## config.mk

```make
export PLATFORM = sky130hd
export DESIGN_NAME = ifetch
export DESIGN_NICKNAME = d
export VERILOG_FILES = /design/src/rtl/ifetch_pkg.sv /design/src/rtl/ifetch_if_id_reg.sv /design/src/rtl/ifetch.sv
export SDC_FILE = /design/constraint.sdc
export NUM_CORES = 1
export LEC_CHECK = 0
export CAP_MARGIN = 20
export CORE_MARGIN = 1
export CORE_UTILIZATION = 52
export CTS_CLUSTER_SIZE = 8
export DETAILED_ROUTE_END_ITERATION = 16
export GPL_ROUTABILITY_DRIVEN = 0
export PLACE_DENSITY = 0.85
export SYNTH_ARGS = -nofsm -noshare
export SYNTH_HDL_FRONTEND = slang
export SYNTH_SLANG_ARGS = --single-unit
```

## constraint.sdc

```tcl
create_clock -name clk -period 6 [get_ports clk]
set_input_delay 1.2 -clock clk [delete_from_list [all_inputs] [get_ports clk]]
set_output_delay 1.2 -clock clk [all_outputs]
set_load 0.02 [all_outputs]
```

## src/rtl/ifetch_pkg.sv

```systemverilog
// Shared types and constants for the instruction fetch stage.
package ifetch_pkg;

    localparam int XLEN = 16;
    localparam logic [XLEN-1:0] INSTR_NOP = 16'h0800;

    typedef enum logic {
        IF_S_REQ  = 1'b0,
        IF_S_HOLD = 1'b1
    } if_state_e;

    typedef enum logic [1:0] {
        IFID_HOLD  = 2'd0,
        IFID_LOAD  = 2'd1,
        IFID_FLUSH = 2'd2
    } ifid_ctl_e;

    // Wraps silently from 16'hFFFF to 16'h0000.
    function automatic logic [XLEN-1:0] pc_inc(input logic [XLEN-1:0] pc);
        return pc + 16'd1;
    endfunction

endpackage

```

## src/rtl/ifetch_if_id_reg.sv

```systemverilog
// IF/ID pipeline register: address, instruction and valid with load/hold/flush control.
module ifetch_if_id_reg
    import ifetch_pkg::*;
#(
    parameter logic [XLEN-1:0] NOP_INSTR = INSTR_NOP
) (
    input  logic            clk,
    input  logic            rst,
    input  ifid_ctl_e       ctl_i,
    input  logic [XLEN-1:0] addr_i,
    input  logic [XLEN-1:0] instr_i,
    output logic [XLEN-1:0] addr_o,
    output logic [XLEN-1:0] instr_o,
    output logic            valid_o
);

    logic [XLEN-1:0] addr_q;
    logic [XLEN-1:0] instr_q;
    logic            valid_q;

    always_ff @(posedge clk or negedge rst) begin
        if (!rst) begin
            addr_q  <= '0;
            instr_q <= NOP_INSTR;
            valid_q <= 1'b0;
        end else begin
            case (ctl_i)
                IFID_LOAD: begin
                    addr_q  <= addr_i;
                    instr_q <= instr_i;
                    valid_q <= 1'b1;
                end
                IFID_FLUSH: begin
                    addr_q  <= '0;
                    instr_q <= NOP_INSTR;
                    valid_q <= 1'b0;
                end
                default: begin
                    addr_q  <= addr_q;
                    instr_q <= instr_q;
                    valid_q <= valid_q;
                end
            endcase
        end
    end

    assign addr_o  = addr_q;
    assign instr_o = instr_q;
    assign valid_o = valid_q;

endmodule

```

## src/rtl/ifetch.sv

```systemverilog
// Instruction fetch stage: owns the PC, reads instruction memory over a ready
// handshake and feeds the IF/ID register, handling redirects, stalls and port contention.
module ifetch
    import ifetch_pkg::*;
#(
    parameter logic [XLEN-1:0] PC_RESET   = 16'h0000,
    parameter logic [XLEN-1:0] INT_VECTOR = 16'h0008,
    parameter logic [XLEN-1:0] NOP_INSTR  = INSTR_NOP
) (
    input  logic            clk,
    input  logic            rst,
    input  logic            ifi_branch,
    input  logic [XLEN-1:0] ifi_new_pc,
    input  logic            ifi_interrupt,
    input  logic            ifi_stall,
    input  logic            ifi_mem_busy,
    input  logic [XLEN-1:0] ifi_mem_data,
    input  logic            ifi_mem_ready,
    output logic [XLEN-1:0] ifo_mem_addr,
    output logic            ifo_mem_re,
    output logic [XLEN-1:0] ifo_addr,
    output logic [XLEN-1:0] ifo_instr,
    output logic            ifo_valid
);

    if_state_e       state_q, state_d;
    logic [XLEN-1:0] pc_q, pc_d;
    logic [XLEN-1:0] buf_q, buf_d;
    logic            redir_pend_q, redir_pend_d;
    logic            rst_rel_q;

    logic            req;
    logic            ready_eff;
    logic            redirect;
    logic [XLEN-1:0] redirect_pc;
    ifid_ctl_e       ifid_ctl;
    logic [XLEN-1:0] ifid_instr;

    // Ready only counts when a request was actually issued this cycle.
    assign req         = (state_q == IF_S_REQ) && !ifi_mem_busy && !rst_rel_q;
    assign ready_eff   = req && ifi_mem_ready;
    assign redirect    = ifi_interrupt || ifi_branch;
    assign redirect_pc = ifi_interrupt ? INT_VECTOR : ifi_new_pc;

    always_ff @(posedge clk or negedge rst) begin
        if (!rst) begin
            state_q      <= IF_S_REQ;
            pc_q         <= PC_RESET;
            buf_q        <= '0;
            redir_pend_q <= 1'b0;
            rst_rel_q    <= 1'b1;
        end else begin
            state_q      <= state_d;
            pc_q         <= pc_d;
            buf_q        <= buf_d;
            redir_pend_q <= redir_pend_d;
            rst_rel_q    <= 1'b0;
        end
    end

    always_comb begin
        state_d      = state_q;
        pc_d         = pc_q;
        buf_d        = buf_q;
        redir_pend_d = redir_pend_q;
        if (redirect) begin
            pc_d    = redirect_pc;
            state_d = IF_S_REQ;
            // A read left hanging at the old PC must have its completion dropped.
            redir_pend_d = (redir_pend_q || req) && !ready_eff;
        end else if (state_q == IF_S_HOLD) begin
            if (!ifi_stall) begin
                pc_d    = pc_inc(pc_q);
                state_d = IF_S_REQ;
            end
        end else if (ready_eff) begin
            if (redir_pend_q) begin
                redir_pend_d = 1'b0;
            end else if (ifi_stall) begin
                buf_d   = ifi_mem_data;
                state_d = IF_S_HOLD;
            end else begin
                pc_d = pc_inc(pc_q);
            end
        end
    end

    always_comb begin
        ifid_ctl   = IFID_HOLD;
        ifid_instr = ifi_mem_data;
        if (redirect) begin
            ifid_ctl = IFID_FLUSH;
        end else if (state_q == IF_S_HOLD) begin
            if (!ifi_stall) begin
                ifid_ctl   = IFID_LOAD;
                ifid_instr = buf_q;
            end
        end else if (ifi_stall) begin
            ifid_ctl = IFID_HOLD;
        end else if (ready_eff && !redir_pend_q) begin
            ifid_ctl = IFID_LOAD;
        end else begin
            ifid_ctl = IFID_FLUSH;
        end
    end

    assign ifo_mem_addr = pc_q;
    assign ifo_mem_re   = req;

    ifetch_if_id_reg #(
        .NOP_INSTR (NOP_INSTR)
    ) u_if_id_reg (
        .clk     (clk),
        .rst     (rst),
        .ctl_i   (ifid_ctl),
        .addr_i  (pc_inc(pc_q)),
        .instr_i (ifid_instr),
        .addr_o  (ifo_addr),
        .instr_o (ifo_instr),
        .valid_o (ifo_valid)
    );

endmodule
```

==> impl_metrics.tcl <==
set metrics [dict create \
    fill_cells 420 \
    initial_core_util_pct 54.55 \
    hold_viol_final 0 \
    ys_seq_area_share_pct 52.14 \
    cts_setup_buffers 0 \
    multiInputGateArea_mm2 0.001448 \
    pwr-share-clk_pct 38.2 \
    relSlewSlack_pct 32.07 \
    r2r_end "u_if_id_reg.instr_o[11]$_DFFE_PN1P_" \
    fin_tns_setup_ns 0 \
    grt_util_all_layers_pct 24.75 \
    whs_ns 0.4781 \
    whs_path_depth 2 \
    finalNetCount 439 \
    synthTopCellsByArea "dfrtp_1, nand2_1, o21ai_0, mux2i_1, xnor2_1" \
    cts_tree "built" \
    overflow 0 \
    placed_cell_area_mm2 0.004159 \
    num_antenna_cells 0 \
    grt_max_degree 69 \
    cp.arrival_ns 2.70 \
    switching_share_pct 26.38 \
    p_seq_share_pct 47.8 \
    reg2reg_depth 8 \
    layout_min_cycle_time_ns 3.899 \
    postCtsHoldBufs 0 \
    ys_types 41 \
    num_rows 28 \
    vias 2681 \
    numCtsBuffers 9 \
    grt_pass1_vias 2449 \
    rsz0062_at_grt "false" \
    hp-start "u_if_id_reg.instr_o[11]$_DFFE_PN1P_" \
    fin_util_pct 73.14 \
    clk_latency_ns 0.35 \
    pre_cts_slack_ns 1.812 \
    grt_pass1_wl_mm 12.10 \
    via_per_inst 5.609 \
    synth_cells 318 \
    setup_ws_ns 2.101 \
    area_delta_synth_final_pct 34.07 \
    crit_required_ns 4.80 \
    tightest_slew_ns 1.012 \
    yosysMostFrequentCell "dfrtp_1" \
    fin_area_mm2 0.004382 \
    htree_levels 3 \
    hold_class "reg2reg" \
    cts_sinks 68 \
    clockRootBuffer "clkbuf_8" \
    ys.flop_type "dfrtp_1" \
    synth_top_area_share_pct 50.54 \
    avgSynthCellArea_um2 10.28 \
    postRouteAntennaNets 0 \
    wl_mm 7.739 \
    power-per-cell-area_mw_per_mm2 250.5 \
    endpoint_kind "output pin" \
    max_freq_mhz 256.5 \
    synth_nets 359 \
    status "completed" \
    drc 0 \
    die_w_um 81.28 \
    wire_per_inst_um 16.19 \
    ys_top_cells_by_count "dfrtp_1, nand2_1, o21ai_0" \
    setup_violations 0 \
    cts-resized-gates 0 \
    drv_slew 0 \
    r2r-start "redir_pend_q$_DFFE_PN0P_" \
    dpl.hpwl_mm 5.196 \
    seq_area_mm2 0.001704 \
    drive_gt1_share_pct 9.181 \
    pin_count 89 \
    ir_drop_v 0.0001446 \
    netlist_area_mm2 0.003268 \
    r2r_setup_slack_ns 3.05 \
    cts.path.max_buffers 2 \
    cp_max_fo 4 \
    drt-initial-drc-count 169 \
    p_leak_nw 1.764 \
    async_reset_ff_share_pct 100.0 \
    startpoint_type "input port" \
    max-cap-violations 0 \
    synth-edff-count 0 \
    die_y_um 81.28 \
    final.period_utilization_pct 64.98 \
    drt_pass1_iterations 5 \
    coreArea_mm2 0.005991 \
    port_buffers 88 \
    antenna_found_initial 0 \
    switching_power_mw 0.2895 \
    pwr-share-comb_pct 14.1 \
    critPathKind "in2out" \
    ys_ff_latch 68 \
    die-area_mm2 0.006606 \
    skew_ns 0.009442 \
    hold_end "u_if_id_reg.instr_o[11]$_DFFE_PN1P_" \
    p_int_mw 0.8080 \
    synth_top_area_cell "dfrtp_1" \
    synth_warnings 0 \
    path_clk_slew_ns 0.07 \
]
## power by group through the flow
stage	clock network (mW)	registers (mW)	logic, mW
after floorplan	0	0.541	0.0602
after global routing	0.443	0.528	0.168
after global placement	0	0.529	0.151
final	0.419	0.524	0.154
after detailed placement	0	0.532	0.155
after CTS	0.424	0.524	0.156
## how the worst max path moves through the flow
stage                  start                                   to  slack [ns]  depth (start not counted)
5_1_grt        ifi_mem_ready   u_if_id_reg.addr_o[12]$_DFFE_PN0P_        1.97                          8
6_report        ifi_mem_busy                           ifo_mem_re        2.10                          3
3_5_place_dp   ifi_mem_ready  u_if_id_reg.instr_o[11]$_DFFE_PN1P_        1.81                          9
3_3_place_gp   ifi_mem_ready  u_if_id_reg.instr_o[11]$_DFFE_PN1P_        1.88                          9
4_1_cts         ifi_mem_busy                           ifo_mem_re        2.09                          3
2_1_floorplan   ifi_mem_busy  u_if_id_reg.instr_o[10]$_DFFE_PN0P_        2.83                          8
## flip-flops by register name (all words and copies together), names as in the netlist
name and count:
u_if_id_reg.addr_o 16, ifo_mem_addr 16, buf_q 16, state_q 1, rst_rel_q 1, u_if_id_reg.valid_o 1, u_if_id_reg.instr_o 16, redir_pend_q 1
## worst max-delay path, stage by stage
cell	delay, ns
clkdlybuf4s50_1	0.45
nor3_1	0.36
clkdlybuf4s50_1	0.69
## stage by stage
stage               std cells  power (mW)
finish                    478       1.097
global route              478       1.138
CTS                       478       1.103
detailed placement        462      0.6865
global placement          462      0.6801
floorplan                 318      0.6015
## layout make-up
type / instances / share of cell area (%)
well taps: 75 / 2.142
multi-input cells: 223 / 33.04
inverters: 6 / 0.5140
flip-flops and latches: 68 / 38.89
clock buffers: 9 / 2.827
repair buffers: 90 / 20.33
clock inverters: 7 / 2.256
## metal layers
layer / up-vias / GRT usage, % / wire (um) / part of all wire, %
li1: 1271 / - / - / -
met3: 27 / 4.831 / 352 / 4.5
met1: 1289 / 32.29 / 3265 / 42
met5: - / 0 / 0 / 0
met4: 0 / 12.32 / 282 / 3.6
met2: 94 / 39.17 / 3839 / 50
## cells by family after synthesis
family | after synthesis | synth area share [%]
AOI/OAI and AO/OA | 59 | 11.22
xor gates and xnor gates | 23 | 6.164
adders and majority gates | 2 | 0.7656
buffers and inverters | 27 | 3.560
DFF | 68 | 52.14
muxes | 31 | 10.11
other | 1 | 0.1147
and+or+nand+nor | 107 | 15.93
## layout by cell type, fill, tap and decap left out, drive strengths merged, types with 11 or more instances in the layout
cell type and n:
o21ai 34, nor2 18, mux2 16, mux2i 15, nand2 47, clkdlybuf4s50 87, xnor2 14, a211oi 11
dfrtp 66, nor3 11
(Power assumes the default switching activity.)
==> variant 1, RTL diff (same settings) <==
`buf_q` no longer has a reset.
--- a/src/rtl/ifetch.sv
+++ b/src/rtl/ifetch.sv
@@ -48,3 +48,2 @@
             pc_q         <= PC_RESET;
-            buf_q        <= '0;
             redir_pend_q <= 1'b0;
@@ -54,3 +53,2 @@
             pc_q         <= pc_d;
-            buf_q        <= buf_d;
             redir_pend_q <= redir_pend_d;
@@ -58,2 +56,6 @@
         end
+    end
+
+    always_ff @(posedge clk) begin
+        buf_q <= buf_d;
     end
Formal check against the unedited RTL: same outputs for any inputs over 10 cycles, from zero or initial values and one cycle with rst low; that may be too few to reach the edited logic, so the function may still have changed.
==> variant 1 against the unedited design <==
Sequential cell count unchanged; final cell count grew 0.63%; via count up 5.4%; total power is 8.3% lower; sequential power is 2% lower; largest cell class unchanged; synthesized area rose by 2.8%; final area up 2.0%; highest routed layer unchanged; wire length grew 8.9%; global-route usage is 2.6 points higher; worst setup slack improved by 0.049 ns.
==> variant 1: results (changes against the unedited design) <==
----------------------------------------------------
[Synth]
  Post-synthesis sequential area ratio ... 0.531 (+0.00966)
  Nets in the synthesized netlist ... 360 (+0.28%)
  List of most frequent post-synthesis cells ... sky130_fd_sc_hd__dfrtp_1, sky130_fd_sc_hd__nand2_1, sky130_fd_sc_hd__o21ai_0
  Share of synthesized flip-flops with an asynchronous set or reset ... 0.765 (-0.235)
  Main area contributors after synthesis ... sky130_fd_sc_hd__dfrtp_1, sky130_fd_sc_hd__edfxtp_1, sky130_fd_sc_hd__mux2_2
  Number of synthesized flops with an enable pin ... 16 (+16)
  Synth Instances ... 319 (+0.31%)

[Placement]
  Placed Cells incl. Taps ... 465 (+0.65%)
  Cell area reported after detailed placement ... 4290 µm² (+3.1%)
  Placed wire-length estimate ... 5810 µm (+12%)
  Worst setup slack before clock tree synthesis ... 1.88 ns (+0.0690 ns)

[Timing]
  Worst Setup Slack, final ... 2.15 ns (+0.0493 ns)
  Layout Skew ... 0.0106 ns (+0.00118 ns)
  Slew at the pin with the worst max-slew slack ... 0.944 ns (-0.0680 ns)
  Final Hold Slack ... 0.485 ns (+0.00658 ns)

[Finish]
  Fraction of final layout cells with drive strength greater than 1 ... 0.108 (+0.0166)
  Final Instance Count excl. Fillers ... 481 (+0.63%)
  Area of all sequential standard cells ... 1780 µm² (+4.7%)
  Fill cell count ... 422 (+0.48%)
  # nets final ... 442 (+0.68%)

[Routing]
  Sum of routed wire length over all layers ... 8430 µm (+8.9%)
  Number of DRC markers in iteration 0 ... 248 (+47%)
  Number of vias per cell ... 5.88 (+4.8%)
  Count of TritonRoute iterations in the first routing pass ... 4 (-1)

[Global route]
  All-Layer GR Usage ... 0.273 (+0.0257)
  Pin count of the biggest net entering global routing ... 53 (-23%)
  Global-route wire length before repair ... 13,600 µm (+12%)

[Outcome]
  Result of the run ... complete, no violations

[Setup path]
  Data arrival, critical path ... 2.65 ns (-0.05 ns)
  Register-to-register path setup slack ... 3.14 ns (+0.09 ns)

[Power and ir drop]
  Worst-case vdd ir drop ... 0.144 mV (-0.26%)

----------------------------------------------------
variant 1: critical path, cell delays in order:
cell and delay (ns):
sky130_fd_sc_hd__clkdlybuf4s50_1 0.42, sky130_fd_sc_hd__nor3_1 0.33, sky130_fd_sc_hd__clkdlybuf4s50_1 0.70
variant 1: kinds of logic (layout without fill, tap and decap cells):
logic type / Yosys count / in the layout / synth area share
buf+inv: 34 / 121 / 0.0406
simple gates: 99 / 99 / 0.150
flops: 68 / 68 / 0.531
compound gates: 68 / 68 / 0.129
fa+ha+maj: 2 / 2 / 0.00745
other cells: 1 / 1 / 0.00112
xor+xnor: 15 / 15 / 0.0391
mux: 32 / 32 / 0.101
variant 1: report_power, final:
part / internal [W] / switching [W]
clock: 0.000171 / 0.000171
combinational: 0.0000747 / 0.0000771
sequential: 0.000492 / 0.0000212
variant 1: area by class of cell:
cell class / instances / area share
timing repair buffer: 93 / 0.205
multi-input combinational: 217 / 0.324
sequential: 68 / 0.399
inverter: 12 / 0.0101
clock buffer: 12 / 0.0347
clock inverter: 4 / 0.00560
tap: 75 / 0.0210
variant 1: metal layers:
| layer | vias up | global-route usage | routed length (µm) |
|---|---|---|---|
| met1 | 1372 | 0.354 | 3500 |
| met5 | - | 0 | 0 |
| met3 | 19 | 0.0451 | 540 |
| li1 | 1324 | - | - |
| met2 | 112 | 0.446 | 4180 |
| met4 | 0 | 0.130 | 211 |
==> variant 2, RTL diff (config.mk and constraints unchanged) <==
Made on the original files. `XLEN`: 16 -> 14.
--- a/src/rtl/ifetch_pkg.sv
+++ b/src/rtl/ifetch_pkg.sv
@@ -3,3 +3,3 @@
 
-    localparam int XLEN = 16;
+    localparam int XLEN = 14;
     localparam logic [XLEN-1:0] INSTR_NOP = 16'h0800;
Interface: changed (5 resized); port bits go from 89 to 79. The function was not compared with the original's and may differ.
==> variant 2 against the unedited design <==
Clock skew down 0.0046 ns; worst setup slack worse by 0.14 ns; sequential cell count fell by 8; sequential power fell by 12%; register-to-register slack worse by 0.19 ns; wire length is 7.1% lower; total power decreased by 6.5%; sequential share of layout area decreased by 0.68 points; global-route usage increased by 1.8 points; synthesized cell count is 13% lower; synthesized area shrank 12%; critical endpoint is now u_if_id_reg.addr_o[12]; final area fell by 10%; die area down 12%.
==> variant 2: results (changes against the unedited design) <==
----------------------------------------------------
[Synth]
  Nets in the synthesized netlist ... 315 (-12%)
  Average cell area after synthesis ... 10.4 µm² (+0.86%)
  List of most frequent post-synthesis cells ... sky130_fd_sc_hd__dfrtp_1, sky130_fd_sc_hd__nand2_1, sky130_fd_sc_hd__o21ai_1, sky130_fd_sc_hd__mux2_1
  Post-synthesis sequential area ratio ... 0.522 (about the same)
  Number of distinct library cell variants in the gate-level netlist after synthesis ... 38 (-7.3%)
  Main area contributors after synthesis ... sky130_fd_sc_hd__dfrtp_1, sky130_fd_sc_hd__mux2_1, sky130_fd_sc_hd__nand2_1

[Power and ir drop]
  Worst-case vdd ir drop ... 0.164 mV (+14%)
  Cell leakage power ... 1.60 nW (-9.2%)
  Switch share ... 0.246 (-0.0177)

[Setup path]
  Register-to-register path setup slack ... 2.86 ns (-0.19 ns)
  Data arrival, critical path ... 4.21 ns (+1.51 ns)
  Slowest cell on crit path ... sky130_fd_sc_hd__or2_1
  Family with the most delay on the worst path ... simple AND/OR/NAND/NOR gates
  Highest fanout seen on the critical path ... 33 (+29)
  Highest cell delay on the worst timing path ... 0.74 ns (+0.05 ns)

[Routing]
  Number of DRC markers in iteration 0 ... 159 (-5.9%)
  Via total after detailed routing ... 2,452 (-8.5%)
  Routed length per placed instance ... 16.8 µm (+4.0%)
  Count of TritonRoute iterations in the first routing pass ... 4 (-1)

[Timing]
  Final Hold Slack ... 0.491 ns (+0.0127 ns)
  Layout Skew ... 0.00481 ns (-0.00463 ns)
  Worst slew margin ... 0.406 (+0.0855)
  Fmax ... 0.248 GHz (-3.4%)

[Finish]
  Fill cell count ... 373 (-11%)
  Final Instance Count excl. Fillers ... 427 (-11%)
  # nets final ... 389 (-11%)
  Fraction of final layout cells with drive strength greater than 1 ... 0.0672 (-0.0246)

[Placement]
  Worst setup slack before clock tree synthesis ... 1.68 ns (-0.130 ns)
  Port-buffer cells ... 78 (-11%)
  Placed wire-length estimate ... 4760 µm (-8.3%)
  Placed Cells incl. Taps ... 411 (-11%)
  Cell area reported after detailed placement ... 3700 µm² (-11%)

[Global route]
  All-Layer GR Usage ... 0.265 (+0.0179)
  Pin count of the biggest net entering global routing ... 61 (-12%)
  Global-route wire length before repair ... 11,900 µm (-1.6%)
  Via count of the first global-routing pass ... 2,372 (-3.1%)

[Clocking]
  Maximum buffer depth of the clock tree ... 2 (unchanged)
  Clock Latency Late Sink ... 0.33 ns (-0.02 ns)

[Min path]
  Hold Path Class ... flop to flop

[Outcome]
  Result of the run ... complete, no violations

----------------------------------------------------
variant 2: layer usage:
layer,routed length [µm],up-vias,global-route usage,share of wire
met5,0,-,0,0
met4,142,0,0.113,0.020
met3,406,14,0.0455,0.056
met2,3550,109,0.424,0.49
met1,3090,1187,0.357,0.43
li1,-,1142,-,-
variant 2: cell families (layout without fill, tap and decap cells):
family / after synthesis / count (layout) / share of synthesized area
simple gates: 87 / 87 / 0.155
other cells: 1 / 1 / 0.00130
fa+ha+maj: 2 / 2 / 0.00868
flops: 60 / 60 / 0.522
compound gates: 60 / 60 / 0.131
mux: 27 / 27 / 0.0999
xor+xnor: 14 / 14 / 0.0426
buf+inv: 27 / 106 / 0.0395
variant 2: power groups by stage:
stage,registers [W],clock network [W],logic [W]
3_3_place_gp,0.000467,0,0.000135
4_1_cts,0.000463,0.000429,0.000140
5_1_grt,0.000467,0.000449,0.000150
3_5_place_dp,0.000469,0,0.000139
2_1_floorplan,0.000478,0,0.0000515
6_report,0.000463,0.000424,0.000139
variant 2: cell type report:
class                           count  area, µm²  area share
Inverter                            8       30.0     0.00763
Tap cell                           70       87.6      0.0223
Clock buffer                       13        169      0.0429
Multi-Input combinational cell    191       1270       0.323
Timing Repair Buffer               82        806       0.205
Clock inverter                      3       67.6      0.0172
Sequential cell                    60       1500       0.382
variant 2: final timing paths:
| path | startpoint | endpoint |
|---|---|---|
| min in group asynchronous | rst | u_if_id_reg.addr_o[0] |
| min | u_if_id_reg.valid_o | u_if_id_reg.valid_o |
| max in group asynchronous | rst | redir_pend_q |
| max | ifi_mem_ready | u_if_id_reg.addr_o[12] |
| max reg2reg | redir_pend_q | u_if_id_reg.addr_o[12] |
| min reg2reg | u_if_id_reg.valid_o | u_if_id_reg.valid_o |
